## src/rtl/stream_pattern_detector_if.sv

```systemverilog
// Framed one-bit stream into the detector and flagged beats out of it.
interface stream_pattern_detector_if #(
  parameter int CNT_W = 8
);
  logic             inp;
  logic             i_valid;
  logic             i_sop;
  logic             i_eop;
  logic             i_ready;
  logic             o_ready;
  logic             outp;
  logic             o_valid;
  logic             o_sop;
  logic             o_eop;
  logic [CNT_W-1:0] o_count;
  logic             o_err;

  modport slave (
    input  inp, i_valid, i_sop, i_eop, o_ready,
    output i_ready, outp, o_valid, o_sop, o_eop,
    output o_count, o_err
  );

  modport master (
    output inp, i_valid, i_sop, i_eop, o_ready,
    input  i_ready, outp, o_valid, o_sop, o_eop,
    input  o_count, o_err
  );
endinterface

```

## src/rtl/stream_pattern_detector.sv

```systemverilog
// Programmable pattern detector on a framed 1-bit stream,
// with per-packet match count and a 2-entry output buffer.
module stream_pattern_detector #(
  parameter int                 PAT_LEN = 4,
  parameter logic [PAT_LEN-1:0] PATTERN = 4'b1011,
  parameter bit                 OVERLAP = 1'b1,
  parameter int                 CNT_W   = 8
) (
  input logic clk,
  input logic reset_n,
  stream_pattern_detector_if.slave bus
);
  localparam int FW = $clog2(PAT_LEN);
  localparam logic [FW-1:0] FULL = FW'(PAT_LEN - 1);
  localparam logic [CNT_W-1:0] CMAX = '1;

  typedef enum logic {IDLE, IN_PKT} state_t;

  typedef struct packed {
    logic             m;
    logic             sop;
    logic             eop;
    logic [CNT_W-1:0] cnt;
  } beat_t;

  state_t             state_q, state_d;
  logic [PAT_LEN-2:0] hist_q, hist_d;
  logic [FW-1:0]      fill_q, fill_d;
  logic [CNT_W-1:0]   cnt_q, cnt_d;
  logic               err_q, err_d;
  beat_t              head_q, tail_q, nb;
  logic [1:0]         occ_q;
  logic               acc, pop, fwd, match, vld;
  logic [PAT_LEN-1:0] win;

  assign bus.i_ready = reset_n && (occ_q != 2'd2);
  assign acc = bus.i_valid && bus.i_ready;
  assign vld = (occ_q != 2'd0);
  assign pop = vld && bus.o_ready;
  assign win = {hist_q, bus.inp};

  always_comb begin
    state_d = state_q;
    hist_d  = hist_q;
    fill_d  = fill_q;
    cnt_d   = cnt_q;
    err_d   = 1'b0;
    fwd     = 1'b0;
    match   = 1'b0;
    nb      = '0;
    if (acc) begin
      unique case (1'b1)
        bus.i_sop: begin
          // sop always restarts, even one that aborts a packet
          err_d     = (state_q == IN_PKT);
          fwd       = 1'b1;
          hist_d    = '0;
          hist_d[0] = bus.inp;
          fill_d    = FW'(1);
          cnt_d     = '0;
          state_d   = bus.i_eop ? IDLE : IN_PKT;
        end
        !bus.i_sop && state_q == IDLE: begin
          err_d = 1'b1;
        end
        !bus.i_sop && state_q == IN_PKT: begin
          fwd    = 1'b1;
          match  = (fill_q == FULL) && (win == PATTERN);
          hist_d = win[PAT_LEN-2:0];
          if (match) begin
            if (cnt_q != CMAX) cnt_d = cnt_q + 1'b1;
            if (!OVERLAP) fill_d = '0;
          end else if (fill_q != FULL) begin
            fill_d = fill_q + 1'b1;
          end
          if (bus.i_eop) state_d = IDLE;
        end
      endcase
      nb.m   = match;
      nb.sop = bus.i_sop;
      nb.eop = bus.i_eop;
      nb.cnt = bus.i_eop ? cnt_d : '0;
    end
  end

  always_ff @(posedge clk or negedge reset_n) begin
    if (!reset_n) begin
      state_q <= IDLE;
      hist_q  <= '0;
      fill_q  <= '0;
      cnt_q   <= '0;
      err_q   <= 1'b0;
      head_q  <= '0;
      tail_q  <= '0;
      occ_q   <= 2'd0;
    end else begin
      state_q <= state_d;
      hist_q  <= hist_d;
      fill_q  <= fill_d;
      cnt_q   <= cnt_d;
      err_q   <= err_d;
      if (pop && occ_q == 2'd2) head_q <= tail_q;
      if (fwd) begin
        if (occ_q == 2'd0 || (occ_q == 2'd1 && pop)) head_q <= nb;
        else tail_q <= nb;
      end
      occ_q <= occ_q + {1'b0, fwd} - {1'b0, pop};
    end
  end

  assign bus.o_valid = vld;
  assign bus.outp    = vld && head_q.m;
  assign bus.o_sop   = vld && head_q.sop;
  assign bus.o_eop   = vld && head_q.eop;
  assign bus.o_count = vld ? head_q.cnt : '0;
  assign bus.o_err   = err_q;
endmodule

```

## src/flat_wrapper.sv

```systemverilog
// flat-port wrapper written by rule: the top's interface ports become plain ports
module stream_pattern_detector_flat 
#(
  parameter int                 PAT_LEN = 4,
  parameter logic [PAT_LEN-1:0] PATTERN = 4'b1011,
  parameter bit                 OVERLAP = 1'b1,
  parameter int                 CNT_W   = 8
)
  (clk, reset_n, bus_inp, bus_i_valid, bus_i_sop, bus_i_eop, bus_o_ready, bus_i_ready, bus_outp, bus_o_valid, bus_o_sop, bus_o_eop, bus_o_count, bus_o_err);
  stream_pattern_detector_if #(.CNT_W(CNT_W)) bus_i ();
  input logic clk;
  input logic reset_n;
  input wire logic [$bits(bus_i.inp)-1:0] bus_inp;
  input wire logic [$bits(bus_i.i_valid)-1:0] bus_i_valid;
  input wire logic [$bits(bus_i.i_sop)-1:0] bus_i_sop;
  input wire logic [$bits(bus_i.i_eop)-1:0] bus_i_eop;
  input wire logic [$bits(bus_i.o_ready)-1:0] bus_o_ready;
  output wire logic [$bits(bus_i.i_ready)-1:0] bus_i_ready;
  output wire logic [$bits(bus_i.outp)-1:0] bus_outp;
  output wire logic [$bits(bus_i.o_valid)-1:0] bus_o_valid;
  output wire logic [$bits(bus_i.o_sop)-1:0] bus_o_sop;
  output wire logic [$bits(bus_i.o_eop)-1:0] bus_o_eop;
  output wire logic [$bits(bus_i.o_count)-1:0] bus_o_count;
  output wire logic [$bits(bus_i.o_err)-1:0] bus_o_err;
  assign bus_i.inp = bus_inp;
  assign bus_i.i_valid = bus_i_valid;
  assign bus_i.i_sop = bus_i_sop;
  assign bus_i.i_eop = bus_i_eop;
  assign bus_i.o_ready = bus_o_ready;
  assign bus_i_ready = bus_i.i_ready;
  assign bus_outp = bus_i.outp;
  assign bus_o_valid = bus_i.o_valid;
  assign bus_o_sop = bus_i.o_sop;
  assign bus_o_eop = bus_i.o_eop;
  assign bus_o_count = bus_i.o_count;
  assign bus_o_err = bus_i.o_err;
  stream_pattern_detector #(.PAT_LEN(PAT_LEN), .PATTERN(PATTERN), .OVERLAP(OVERLAP), .CNT_W(CNT_W)) u_core (.clk(clk), .reset_n(reset_n), .bus(bus_i));
endmodule
```

## config.mk

```make
export PLATFORM = sky130hd
export DESIGN_NAME = stream_pattern_detector_flat
export DESIGN_NICKNAME = d
export VERILOG_FILES = /design/src/rtl/stream_pattern_detector_if.sv /design/src/rtl/stream_pattern_detector.sv /design/src/flat_wrapper.sv
export SDC_FILE = /design/constraint.sdc
export NUM_CORES = 1
export LEC_CHECK = 0
export ABC_AREA = 1
export ABC_CLOCK_PERIOD_IN_PS = 4600
export CORE_MARGIN = 2
export CORE_UTILIZATION = 40
export DETAILED_ROUTE_END_ITERATION = 10
export PLACE_DENSITY_LB_ADDON = 0.3
export SYNTH_ARGS = -nofsm -noshare
export SYNTH_HDL_FRONTEND = slang
export SYNTH_SLANG_ARGS = --single-unit
```

## constraint.sdc

```tcl
create_clock -name clk -period 4.6 [get_ports clk]
set_input_delay 0.46 -clock clk [delete_from_list [all_inputs] [get_ports clk]]
set_output_delay 0.46 -clock clk [all_outputs]
set_load 0.03 [all_outputs]
```

==> run_results.csv, run 1 <==
group,metric,value,unit
route,wire_per_inst,11.97,um
synth,synth-edff-count,0,
power_and_ir_drop,p_leak,1.281,nW
synth,synth.top_cells.by_area,"dfrtp_1 44%, nand2_1 14%, inv_1 8.1%",
floorplan,fp.dieW,78.60,um
synth,async_reset_ff_frac,1.000,
synth,synthFlopType,"dfrtp_1",
power_and_ir_drop,ir_drop,217.8,uV
floorplan,dieHeight,78.60,um
floorplan,core,0.005439,sq mm
synth,synth_cell_types,28,
finish,stdcell_area,0.002596,sq mm
global_routing,antenna_found_initial,0,
synth,yosysSeqAreaShare,0.4384,
clock_network,clkTransAtPathRegs,0.07,ns
setup_path,cp_max_fo,40,
finish,multiInputGateArea,0.001021,sq mm
synth,synth-simple-area-share,0.3086,
timing,fmax,393.8,MHz
setup_path,critPathCaptureType,"primary output",
synth,yosys.area_share.adder,0.03373,
timing,timing.final.hold_violations,0,
synth,synth.net_count,308,
timing,setup_tns,0,ns
synth,synth_top_family_by_area,"simple AND/OR/NAND/NOR gates",
clock_network,cts_num_sinks,39,
timing,setup_violations,0,
clock_network,cts-resized-gates,0,
synth,post-synth-top-area-cell,"dfrtp_1",
clock_network,cts_setup_buffers,0,
finish,final_cells,390,
place,placed_cell_area,0.002479,sq mm
synth,muxShareOfSynthArea,0,
synth,syn_inst,295,
finish,layout.nets,330,
setup_path,path_class,"primary input to primary output",
synth,synth_compound_area_frac,0.1046,
floorplan,io_pins,21,
timing,fin_crit_sh,0.5520,
global_routing,grt_pass1_wl,8.473,mm
clock_network,ctsHoldBuffers,0,
timing,min_period,2.539,ns
floorplan,start_util,0.4092,
clock_network,clk_latency,0.29,ns
route,vias_per_cell,4.856,
timing,fin_skew,0.004807,ns
timing,rsz0062_at_grt,"no",
outcome,status,"completed",
route,drt-initial-drc-count,85,
flow_run,max-cap-violations,0,
global_routing,grt_pass1_vias,1878,
power_and_ir_drop,p_per_area,516.7,mW/mm^2
setup_path,arrival,2.08,ns
route,routed-via-count,1894,
clock_network,numCtsBuffers,5,
synth,synth_area,0.002226,sq mm
floorplan,die-area,0.006177,sq mm
route,dr.pass1.iters,4,
setup_path,r2r_cells,7,
synth,synth_seq_cells,39,
setup_path,cp-start-kind,"primary input",
global_routing,overflow,0,
worst_hold_path,hold_path.class,"primary input to asynchronous set/reset pin",
timing,maxSlewHeadroom,0.4156,
place,place_congestion,0.8425,
synth,postSynthAreaPerCell,7.545,sq um
finish,diodes,0,
synth,synth_top_area_frac,0.4384,
finish,drive_gt1_frac,0.06918,
clock_network,cts_tree,"done",
finish,areaGrowthSynthToFinish,16.64,%
place,place_hpwl,3.437,mm
synth,synthXorXnorAreaFrac,0.01180,
finish,register_area,975.9,sq um
route,drc,0,
global_routing,grt_start_max_net_pins,41,
timing,slew_viol_final,0,
route,wirelength,4.667,mm
place,port_buffers,20,
finish,n_fill_cell,540,
clock_network,cts_buffer_depth,2,
floorplan,rows,27,
global_routing,track_usage,0.1718,
synth,yosysWarningCount,0,
clock_network,h-tree-depth,2,
place,post-place-cells,382,
route,antenna_left,0,
setup_path,cp.required,4.14,ns
timing,tightestPinTransition,0.8766,ns
clock_network,cts_root_buf,"clkbuf_8",
## synthesized netlist by cell type, types with 2 or more instances
library cell  instances
a31oi_1               2
buf_2                 2
buf_6                 2
clkbuf_1              2
dfrtp_1              39
ha_1                  6
inv_1                48
nand2_1              81
nand2_4               3
nand3_1              25
nand4_1               7
nor2_1               28
nor2_2                3
nor2_4                2
o211ai_1              4
o21ai_0              28
xnor2_1               2
## per-layer routing
| metal | GRT usage | vias to the layer above | wire [um] |
|---|---|---|---|
| met2 | 0.2846 | 35 | 2171 |
| met5 | 0 | - | 0 |
| met1 | 0.2287 | 871 | 2278 |
| met4 | 0.05088 | 0 | 60 |
| met3 | 0.03103 | 5 | 156 |
| li1 | - | 983 | - |
## worst max-delay path, stage by stage
cell             delay [ns]
buf_2                  0.66
and2_4                 0.29
clkdlybuf4s50_1        0.66
## area by class of cell
| type | count | share of cell area |
|---|---|---|
| flip-flops and latches | 39 | 0.3759 |
| repair buffers | 21 | 0.07807 |
| clock buffers | 6 | 0.03181 |
| inverters | 49 | 0.07277 |
| clock inverters | 2 | 0.01349 |
| well taps | 72 | 0.03470 |
| multi-input cells | 201 | 0.3933 |
## cell usage in the layout (no fill, tap or decap)
cell              n
a21oi_1           1
a21oi_4           1
a31oi_1           2
a32o_1            1
and2_4            1
buf_2             1
buf_4             1
bufinv_16         1
clkbuf_8          6
clkdlybuf4s50_1  19
clkinv_2          1
clkinv_4          1
dfrtp_1          39
ha_1              6
inv_1            48
nand2_1          81
nand2_4           3
nand3_1          25
nand4_1           7
nor2_1           28
nor2_2            3
nor2_4            2
nor2_8            1
nor3_1            1
o211ai_1          4
o21a_1            1
o21ai_0          28
o21ai_1           1
o22ai_1           1
xnor2_1           2
xor2_1            1
## path summary, 6_finish.rpt
check / end / slack, ns / from
setup / recovery: bus_i_ready / 2.06 / reset_n
hold / removal: u_core.fill_q[1]$_DFFE_PN0P_ / 0.28 / reset_n
setup reg to reg: u_core.occ_q[1]$_DFF_PN0_ / 2.51 / u_core.occ_q[1]$_DFF_PN0_
hold reg to reg: u_core.tail_q[4]$_DFFE_PN0P_ / 0.48 / u_core.tail_q[4]$_DFFE_PN0P_
max in group asynchronous: u_core.cnt_q[4]$_DFFE_PN0P_ / 3.76 / reset_n
min in group clk: u_core.tail_q[4]$_DFFE_PN0P_ / 0.48 / u_core.tail_q[4]$_DFFE_PN0P_
## power breakdown
part / internal [mW] / switching (mW)
combinational: 0.205 / 0.360
clock: 0.176 / 0.122
sequential: 0.431 / 0.0474
total: 0.811 / 0.530
## kinds of logic after synthesis
family          Yosys count
simple gates            152
buf+inv                  55
compound gates           40
flops                    39
fa+ha+maj                 6
xor+xnor                  3
## through the flow
step | total power, mW | worst slack [ns] | hold WS (ns) | utilization
floorplan | 0.8797 | 2.827 | 0.1644 | -
global placement | 1.043 | 1.976 | 0.4600 | 0.4557
detailed placement | 1.057 | 1.971 | 0.4659 | 0.4557
CTS | 1.358 | 1.970 | 0.3265 | 0.4773
global route | 1.448 | 1.835 | 0.3686 | 0.4773
finish | 1.342 | 2.061 | 0.2819 | 0.4773
## sequential cells by signal, summed over array words and instances (netlist names)
register and cells:
u_core.bus.o_err 1, u_core.cnt_q 8, u_core.fill_q 2, u_core.head_q 11, u_core.hist_q 3, u_core.occ_q 2, u_core.state_q 1, u_core.tail_q 11
No activity file was read; power rests on OpenSTA's default activity.
==> run 2, diff against run 1 <==
Settings changed: ABC_CLOCK_PERIOD_IN_PS 4600 to 2560.
Clock period 4.6 ns to 2.56 ns, I/O delays scaled along.
==> run 2 against run 1 <==
Worst setup slack worse by 1.5 ns; clock-buffer cell count stayed put; sequential share of layout area is 0.43 points lower; utilization is 0.55 points higher.
==> run_results.csv, run 2 (same netlist as run 1, synthesis figures left out) <==
group,metric,value,unit
power_and_ir_drop,p_per_area,953.2,mW/mm^2
setup_path,cp-start-kind,"register",
timing,fin_crit_sh,0.7659,
global_routing,antenna_found_initial,0,
finish,layout.nets,332,
clock_network,clkTransAtPathRegs,0.08,ns
finish,mostFrequentLayoutCell,"nand2_1",
clock_network,ctsHoldBuffers,0,
setup_path,cp.required,2.30,ns
timing,slew_viol_final,0,
route,wirelength,4.745,mm
route,routed-via-count,1883,
floorplan,io_pins,21,
outcome,status,"completed",
global_routing,track_usage,0.1736,
power_and_ir_drop,ir_drop,453.3,uV
timing,rsz0062_at_grt,"no",
clock_network,cts_tree,"done",
floorplan,dieHeight,78.60,um
setup_path,cp_max_fo,13,
setup_path,worstPathCellList,"nor2_1 > buf_4 > nor2_1 > clkdlybuf4s50_1",
finish,drive_gt1_frac,0.07188,
clock_network,cts_root_buf,"clkbuf_8",
finish,diodes,0,
finish,multiInputGateArea,0.001021,sq mm
setup_path,worst_path_max_delay_cell,"clkdlybuf4s50_1",
timing,fin_skew,0.01183,ns
timing,setup_violations,0,
route,dr.pass1.iters,4,
worst_hold_path,hold_path.class,"primary input to asynchronous set/reset pin",
finish,register_area,975.9,sq um
timing,maxSlewHeadroom,0.6227,
floorplan,rows,27,
clock_network,cts-resized-gates,0,
setup_path,arrival,1.70,ns
setup_path,path_class,"register to primary output",
setup_path,cp_common_cell,"nor2_1",
global_routing,grt_start_max_net_pins,40,
setup_path,critPathCaptureType,"primary output",
timing,fmax,510.1,MHz
route,drt-initial-drc-count,105,
clock_network,numCtsBuffers,5,
finish,reg_top3,"u_core.head_q (11), u_core.tail_q (11), u_core.cnt_q (8)",
timing,tightestPinTransition,0.5653,ns
floorplan,die-area,0.006177,sq mm
place,place_hpwl,3.521,mm
setup_path,max_stage_delay,0.68,ns
clock_network,cts_num_sinks,39,
route,drc,0,
finish,layout_common_cells,"81 x nand2_1, 48 x inv_1, 39 x dfrtp_1",
clock_network,cts_setup_buffers,0,
power_and_ir_drop,p_leak,1.295,nW
clock_network,h-tree-depth,2,
floorplan,start_util,0.4092,
floorplan,fp.dieW,78.60,um
global_routing,overflow,0,
timing,fin_hold_ws,0.04452,ns
timing,setup_tns,0,ns
finish,n_fill_cell,535,
place,place_congestion,0.8774,
timing,min_period,1.961,ns
place,place_ws,0.4567,ns
timing,setup_ws,0.5994,ns
clock_network,clk_latency,0.29,ns
route,antenna_left,0,
floorplan,core,0.005439,sq mm
clock_network,cts_buffer_depth,2,
global_routing,grt_pass1_vias,1812,
timing,timing.final.hold_violations,0,
route,vias_per_cell,4.804,
place,port_buffers,20,
finish,areaGrowthSynthToFinish,17.99,%
global_routing,grt_pass1_wl,8.452,mm
route,wire_per_inst,12.10,um
flow_run,max-cap-violations,0,
## run 2: routing by layer
metal,global-route usage,share of wire
met1,0.2403,0.49
met2,0.2735,0.46
met4,0.04912,0.011
met5,0,0
met3,0.03793,0.031
## run 2: worst paths after layout
kind,end,from,cells after the start,slack (ns)
max,bus_o_count[6],u_core.occ_q[1]$_DFF_PN0_,4,0.60
min,u_core.hist_q[2]$_DFFE_PN0P_,reset_n,2,0.04
max reg2reg,u_core.head_q[0]$_DFF_PN0_,u_core.state_q$_DFFE_PN0P_,8,0.86
min reg2reg,u_core.tail_q[10]$_DFFE_PN0P_,u_core.tail_q[10]$_DFFE_PN0P_,2,0.49
max in group asynchronous,u_core.tail_q[5]$_DFFE_PN0P_,reset_n,2,2.16
min in group clk,u_core.bus.o_err$_DFF_PN0_,reset_n,4,0.45
## run 2: final cells by class
type / instances / share of cell area
clock buffer: 6 / 0.02763
clock inverter: 2 / 0.02287
inverter: 49 / 0.07194
multi-input combinational: 201 / 0.3888
sequential: 39 / 0.3716
tap: 72 / 0.03430
timing repair buffer: 23 / 0.08290
## run 2: through the flow
step | area, sq um | utilization | power [mW] | std cells
floorplan | 2226 | - | 1.581 | 295
global placement | 2494 | 0.4585 | 1.891 | 384
detailed placement | 2494 | 0.4585 | 1.910 | 384
CTS | 2626 | 0.4829 | 2.530 | 392
global route | 2626 | 0.4829 | 2.699 | 392
finish | 2626 | 0.4829 | 2.503 | 392
## run 2: critical path, delay by kind of cell (launching register included)
family / cells / cell delay, ns
buf+inv: 2 / 0.86
flops: 1 / 0.38
simple gates: 2 / 0.18
## run 2: power by group
group / leakage [nW] / internal (mW) / switching, mW
registers: 0.512 / 0.774 / 0.0825
clock network: 0.0654 / 0.390 / 0.221
logic: 0.717 / 0.380 / 0.655
total: 1.29 / 1.54 / 0.959
